File: src/rtl/cp0_pkg.sv
// Shared CP0 definitions: register indices, ExcCodes, SR/Cause field positions and the exception vector.
package cp0_pkg;

  localparam logic [4:0] REG_SR    = 5'd12;
  localparam logic [4:0] REG_CAUSE = 5'd13;
  localparam logic [4:0] REG_EPC   = 5'd14;
  localparam logic [4:0] REG_PRID  = 5'd15;

  localparam logic [4:0] EXC_INT  = 5'd0;
  localparam logic [4:0] EXC_ADEL = 5'd4;
  localparam logic [4:0] EXC_ADES = 5'd5;
  localparam logic [4:0] EXC_RI   = 5'd10;
  localparam logic [4:0] EXC_OV   = 5'd12;

  localparam int SR_IE       = 0;
  localparam int SR_EXL      = 1;
  localparam int SR_IM_LO    = 10;
  localparam int SR_IM_HI    = 15;
  localparam int CAUSE_EXC_LO = 2;
  localparam int CAUSE_EXC_HI = 6;
  localparam int CAUSE_IP_LO  = 10;
  localparam int CAUSE_IP_HI  = 15;
  localparam int CAUSE_BD     = 31;

  localparam logic [31:0] HANDLER_PC = 32'h0000_4180;

endpackage

File: src/rtl/cp0_exc_arbiter.sv
// Combinational interrupt-vs-exception arbiter; zero latency, no backpressure.
// Interrupts win over a same-cycle exception; EXL masks both.
module cp0_exc_arbiter
  import cp0_pkg::*;
(
  input  logic [5:0] ip,
  input  logic [5:0] im,
  input  logic       ie,
  input  logic       exl,
  input  logic       exc_valid_m,
  input  logic [4:0] exc_code_m,
  output logic       req,
  output logic [4:0] exc_code_sel
);

  logic int_pend;
  logic exc_take;

  always_comb begin
    int_pend     = (|(ip & im)) & ie & ~exl;
    exc_take     = exc_valid_m & ~exl;
    req          = int_pend | exc_take;
    exc_code_sel = int_pend ? EXC_INT : exc_code_m;
  end

endmodule

File: src/rtl/cp0.sv
// MIPS32 coprocessor 0 (SR, Cause, EPC, PRId) beside the M stage; req/rdata are combinational,
// state lands on the next edge. No stall input: the pipeline holds M-stage controls low in bubbles.
module cp0
  import cp0_pkg::*;
#(
  parameter logic [31:0] PRID_VALUE = 32'h0000_2019,
  parameter logic [31:0] HANDLER_PC = cp0_pkg::HANDLER_PC
) (
  input  logic        clk,
  input  logic        reset,
  input  logic [31:0] pc_m,
  input  logic        bd_m,
  input  logic        exc_valid_m,
  input  logic [4:0]  exc_code_m,
  input  logic [5:0]  hw_int,
  input  logic        cp0_we,
  input  logic [4:0]  cp0_addr,
  input  logic [31:0] cp0_wdata,
  output logic [31:0] cp0_rdata,
  input  logic        eret_m,
  output logic        req,
  output logic [31:0] epc
);

  // The vector is consumed by the PC mux; it must at least be word aligned.
  if (HANDLER_PC[1:0] != 2'b00) begin : g_bad_vector
    $error("cp0: HANDLER_PC must be word aligned");
  end

  logic [5:0]  sr_im_q, sr_im_d;
  logic        sr_exl_q, sr_exl_d;
  logic        sr_ie_q, sr_ie_d;
  logic        cause_bd_q, cause_bd_d;
  logic [5:0]  cause_ip_q, cause_ip_d;
  logic [4:0]  cause_exc_q, cause_exc_d;
  logic [29:0] epc_q, epc_d;

  logic [4:0]  exc_code_sel;
  logic [29:0] epc_word;
  logic        pc_unused;

  assign pc_unused = ^pc_m[1:0];

  cp0_exc_arbiter u_arb (
    .ip           (hw_int),
    .im           (sr_im_q),
    .ie           (sr_ie_q),
    .exl          (sr_exl_q),
    .exc_valid_m  (exc_valid_m),
    .exc_code_m   (exc_code_m),
    .req          (req),
    .exc_code_sel (exc_code_sel)
  );

  // Delay-slot victims restart at the branch, one word back (modulo 2^32).
  assign epc_word = bd_m ? (pc_m[31:2] - 30'd1) : pc_m[31:2];

  always_comb begin
    sr_im_d     = sr_im_q;
    sr_exl_d    = sr_exl_q;
    sr_ie_d     = sr_ie_q;
    cause_bd_d  = cause_bd_q;
    cause_ip_d  = hw_int;
    cause_exc_d = cause_exc_q;
    epc_d       = epc_q;

    if (req) begin
      sr_exl_d    = 1'b1;
      cause_bd_d  = bd_m;
      cause_exc_d = exc_code_sel;
      epc_d       = epc_word;
    end else begin
      if (cp0_we) begin
        case (cp0_addr)
          REG_SR: begin
            sr_im_d  = cp0_wdata[SR_IM_HI:SR_IM_LO];
            sr_exl_d = cp0_wdata[SR_EXL];
            sr_ie_d  = cp0_wdata[SR_IE];
          end
          REG_EPC: epc_d = cp0_wdata[31:2];
          default: ;
        endcase
      end
      // eret overrides only the EXL bit of a coincident SR write.
      if (eret_m) begin
        sr_exl_d = 1'b0;
      end
    end
  end

  always_ff @(posedge clk) begin
    if (reset) begin
      sr_im_q     <= '0;
      sr_exl_q    <= 1'b0;
      sr_ie_q     <= 1'b0;
      cause_bd_q  <= 1'b0;
      cause_ip_q  <= '0;
      cause_exc_q <= '0;
      epc_q       <= '0;
    end else begin
      sr_im_q     <= sr_im_d;
      sr_exl_q    <= sr_exl_d;
      sr_ie_q     <= sr_ie_d;
      cause_bd_q  <= cause_bd_d;
      cause_ip_q  <= cause_ip_d;
      cause_exc_q <= cause_exc_d;
      epc_q       <= epc_d;
    end
  end

  always_comb begin
    cp0_rdata = '0;
    case (cp0_addr)
      REG_SR: begin
        cp0_rdata[SR_IM_HI:SR_IM_LO] = sr_im_q;
        cp0_rdata[SR_EXL]            = sr_exl_q;
        cp0_rdata[SR_IE]             = sr_ie_q;
      end
      REG_CAUSE: begin
        cp0_rdata[CAUSE_BD]                   = cause_bd_q;
        cp0_rdata[CAUSE_IP_HI:CAUSE_IP_LO]    = cause_ip_q;
        cp0_rdata[CAUSE_EXC_HI:CAUSE_EXC_LO]  = cause_exc_q;
      end
      REG_EPC:  cp0_rdata = {epc_q, 2'b00};
      REG_PRID: cp0_rdata = PRID_VALUE;
      default:  cp0_rdata = '0;
    endcase
  end

  assign epc = {epc_q, 2'b00};

endmodule

File: config.mk
export PLATFORM = sky130hd
export DESIGN_NAME = cp0
export DESIGN_NICKNAME = d
export VERILOG_FILES = /design/src/rtl/cp0_pkg.sv /design/src/rtl/cp0_exc_arbiter.sv /design/src/rtl/cp0.sv
export SDC_FILE = /design/constraint.sdc
export NUM_CORES = 1
export LEC_CHECK = 0
export ABC_AREA = 1
export CORE_ASPECT_RATIO = 1.5
export CORE_MARGIN = 1.5
export CORE_UTILIZATION = 60
export DETAILED_ROUTE_END_ITERATION = 8
export DONT_BUFFER_PORTS = 1
export PLACE_DENSITY = 0.76
export SLEW_MARGIN = 20
export SYNTH_ARGS = -nofsm -noshare
export SYNTH_HDL_FRONTEND = slang
export SYNTH_HIERARCHICAL = 1
export SYNTH_SLANG_ARGS = --single-unit
File: constraint.sdc
create_clock -name clk -period 2 [get_ports clk]
set_clock_uncertainty 0.1 [all_clocks]
set_input_delay 0.2 -clock clk [delete_from_list [all_inputs] [get_ports clk]]
set_output_delay 0.2 -clock clk [all_outputs]
set_load 0.1 [all_outputs]
==> impl_table.tex <==
\begin{tabular}{lr}
\hline
Metric & Value \\
\hline
\multicolumn{2}{l}{\textbf{Status}} \\
Result of the run & complete, but fails checks \\
Violated checks & negative hold slack, negative setup slack \\
\multicolumn{2}{l}{\textbf{Die}} \\
Overall die height & 95.2 um \\
Starting density of the core & 62.3\% \\
Floorplan die width & 64.4 um \\
Core footprint & 0.00545 mm2 \\
Number of placed I/O pins & 151 \\
Die Footprint & 0.00613 mm2 \\
Standard-cell row count & 33 \\
\multicolumn{2}{l}{\textbf{Power and ir drop}} \\
Net switching power figure & 0.00125 W \\
Largest voltage drop on the vdd net & 0.453 mV \\
PD cells & 609 mW/mm2 \\
Sequential cell fraction of total power & 38.3\% \\
Net Sw Frac & 42.4\% \\
Share of total power in the clock network & 26.8\% \\
Proportion of power drawn by combinational gates & 34.9\% \\
Pleak & 2.11 nW \\
Internal power consumption & 0.00170 W \\
\multicolumn{2}{l}{\textbf{Critical path}} \\
Number of buffers and inverters on the critical path & 1 \\
Most frequent CP cell & nand2\_1 \\
Slowest stage cell on the critical path & dfxtp\_1 \\
Critical path arrival & 2300 ps \\
Crit-path leading delay family & simple AND/OR/NAND/NOR gates \\
Required arrival time at the worst endpoint & 2150 ps \\
Worst reg2reg startpoint & sr\_im\_q[3] \\
CP Max Fanout & 17 \\
Register-to-register setup slack & -160 ps \\
Sequence of cells on the critical path & nand2\_1, nand2\_1, nor2\_2, nand2\_4, nand2\_2, nand2\_4, nor2\_4, buf\_4, nand2\_1, a21oi\_1 \\
Crit. Startpoint & sr\_im\_q[3] \\
Worst setup EP type & flop \\
CP max stage delay & 340 ps \\
Startpoint-to-endpoint class of the critical path & reg2reg \\
Launching element type of the critical path & flop \\
\multicolumn{2}{l}{\textbf{Synth}} \\
Fraction of the yosys area taken by sequential cells & 29.5\% \\
Async S/R FF share, synth & 0\% \\
Mean area per synthesized cell & 5.98 um2 \\
Prevailing post-synth register cell & dfxtp\_1 \\
Number of flip-flops and latches in the synthesized netlist & 50 \\
Total standard cell area after synthesis & 0.00340 mm2 \\
Number of enable-type register cells in the synthesized netlist & 0 \\
Gate count after technology mapping & 568 \\
Warnings, synthesis & 6 \\
Count of cell types in the netlist & 39 \\
\multicolumn{2}{l}{\textbf{STA}} \\
Count of pins over their slew limit & 0 \\
Worst hold-check slack & -6.54 ps \\
Actual slew at the worst max-slew pin & 657 ps \\
Timing-limited maximum frequency & 463 MHz \\
Tightest slew margin relative to the limit & 56.1\% \\
Post-layout minimum cycle time & 2160 ps \\
Final setup violating endpoints & 14 \\
Fin Setup TNS & -711 ps \\
Final-report hold violation count & 1 \\
Worst Slack Setup Final & -158 ps \\
Period Utilization, post-route & 108\% \\
\multicolumn{2}{l}{\textbf{CTS}} \\
CTS Root Buffer Type & clkbuf\_8 \\
Clock transition at the register clock pins on the worst setup and hold paths after CTS & 110 ps \\
TritonCTS buffer count & 5 \\
Post-CTS setup buffers & 0 \\
Clock Sink Count & 50 \\
Clock tree from TritonCTS & done \\
Clock latency on the worst-skew pair & 330 ps \\
Maximum clock path buffer count & 2 \\
H-tree levels & 2 \\
\multicolumn{2}{l}{\textbf{Route}} \\
Total DRC errors in the routed layout & 0 \\
Post-detailed-route via-to-cell ratio & 6.43 \\
Routed vias & 4609 \\
Average wire length per cell after detail routing & 21.6 um \\
Overall routed net length & 15500 um \\
Pre-Repair DR Iteration Count & 7 \\
Number of DRC violations after detailed-routing iteration 0 & 757 \\
Number of antenna-violating nets in the routed design & 0 \\
\multicolumn{2}{l}{\textbf{Flow run}} \\
Max-cap viol count & 0 \\
\multicolumn{2}{l}{\textbf{Finish}} \\
Area growth, synth to finish & 42.4\% \\
Count of non-filler cells in the finished layout & 717 \\
Area of all sequential standard cells & 0.00100 mm2 \\
\# diodes & 0 \\
Total Nets Final & 733 \\
Layout filler cell count & 277 \\
Share of cells above drive strength 1 & 20.9\% \\
Multi-input gate area & 0.00213 mm2 \\
\multicolumn{2}{l}{\textbf{Place}} \\
Count of placed standard cells including taps & 689 \\
Quantity of I/O buffers inserted on ports & 0 \\
Half-perimeter wire length of the detailed placement result & 9250 um \\
Gpl congestion & 0.950 \\
\multicolumn{2}{l}{\textbf{Global routing}} \\
Antenna violations before repair & 0 \\
Total overflow reported by the global router & 0 \\
GRT Resource Usage Total & 49.4\% \\
Wire length of the first global-routing pass & 22800 um \\
Number of global-route vias before repair & 4611 \\
Largest net degree at the start of global routing & 30 \\
\multicolumn{2}{l}{\textbf{Min path}} \\
Min-Delay Startpoint & pc\_m[21] \\
Path class of the lowest-slack min-delay path & in2reg \\
\hline
\end{tabular}
==> cell usage after synthesis, types with 5 or more instances <==
library cell	number	area share, %
o211ai_1	9	2.0
nor2_4	7	2.3
a21oi_1	37	5.5
a31oi_1	5	0.92
o21ai_0	31	4.6
xor2_1	7	1.8
nand3_1	28	4.1
dfxtp_1	50	29
clkbuf_1	10	1.1
nand2_1	162	18
inv_1	79	8.7
nand4_1	5	0.92
buf_2	5	0.74
nor2_1	87	9.6
==> cell type report <==
type	count	area share, %
multi-input combinational	414	44.0
timing repair buffer	94	24.6
sequential	50	20.8
inverter	81	6.34
tap	70	1.81
clock buffer	5	1.42
clock inverter	3	1.01
==> routing by layer <==
layer,share of wire [%],track usage (%),vias up
met4,8.9,37.8,0
met1,31,48.0,2075
met3,12,17.2,145
met2,48,85.3,454
li1,-,-,1935
met5,0,0,-
==> stage by stage <==
step	worst slack (ps)	util [%]	hold WS, ps	total power, W	cell area [um2]
detailed placement	153	82.3	168	0.00206	4490
floorplan	-399	-	207	0.00188	3580
global placement	213	82.3	165	0.00204	4490
CTS	87.2	88.1	1.75	0.00285	4800
finish	-158	88.8	-6.54	0.00295	4840
global route	-138	88.8	28.2	0.00300	4840
==> worst register-to-register path: cells and delay by family (launching register included) <==
kind                   cells  cell delay, ps
DFF                        1             340
AOI/OAI and AO/OA          1             250
and+or+nand+nor            8            1100
buffers and inverters      1             290
==> state kept, by name, indices dropped and copies added (netlist names) <==
name         cells
cause_ip_q       6
cause_bd_q       1
sr_ie_q          1
sr_im_q          6
epc_q           30
cause_exc_q      5
sr_exl_q         1
==> path summary, 6_finish.rpt <==
kind / to / cells after the start
worst max-delay path: epc_q[13] / 10
worst min-delay path: epc_q[19] / 2
worst max register to register: epc_q[13] / 10
worst min register to register: epc_q[24] / 2
==> timing repair <==
item,CTS,global route
endpoints found under the setup margin,0,27
hold endpoints to repair,38,0
gates resized for setup,0,15
hold buffers,20,0
==> placed cells by master (no fill, tap or decap), types with 2 or more instances in the layout <==
cell type	n
nand3b_1	2
buf_8	2
o21ai_0	27
nand2_4	3
nand2_2	4
and2_1	2
nor2_1	67
dfxtp_1	47
nor2_4	26
nand2_1	158
xor2_1	7
nand3_1	27
nor2_2	5
dlygate4sd3_1	19
o221ai_1	2
a22o_2	3
o21ai_1	6
o22ai_1	2
conb_1	2
buf_4	41
clkbuf_8	5
inv_1	77
inv_2	3
buf_12	25
buf_16	3
o211ai_1	9
clkbuf_16	3
a31oi_1	5
xnor2_1	3
nor3_1	3
dfxtp_2	3
a21oi_1	37
nand4_1	5
==> cells by family (layout without fill, tap and decap cells) <==
family	count (synthesis)	in the layout	share of synthesized area, %
AOI/OAI and AO/OA	96	96	16.0
xor gates and xnor gates	10	10	2.58
buffers and inverters	105	183	13.2
DFF	50	50	29.5
other	1	2	0.110
and+or+nand+nor	305	305	38.3
adders and majority gates	1	1	0.368
==> power by group through the flow <==
| stage | clock network, W | logic [W] | registers, W |
|---|---|---|---|
| finish | 0.000789 | 0.00103 | 0.00113 |
| global route | 0.000804 | 0.00106 | 0.00114 |
| CTS | 0.000760 | 0.000971 | 0.00112 |
| detailed placement | 0 | 0.000922 | 0.00114 |
| global placement | 0 | 0.000903 | 0.00113 |
| floorplan | 0 | 0.000383 | 0.00149 |
Power figures use the tool's default switching activity.
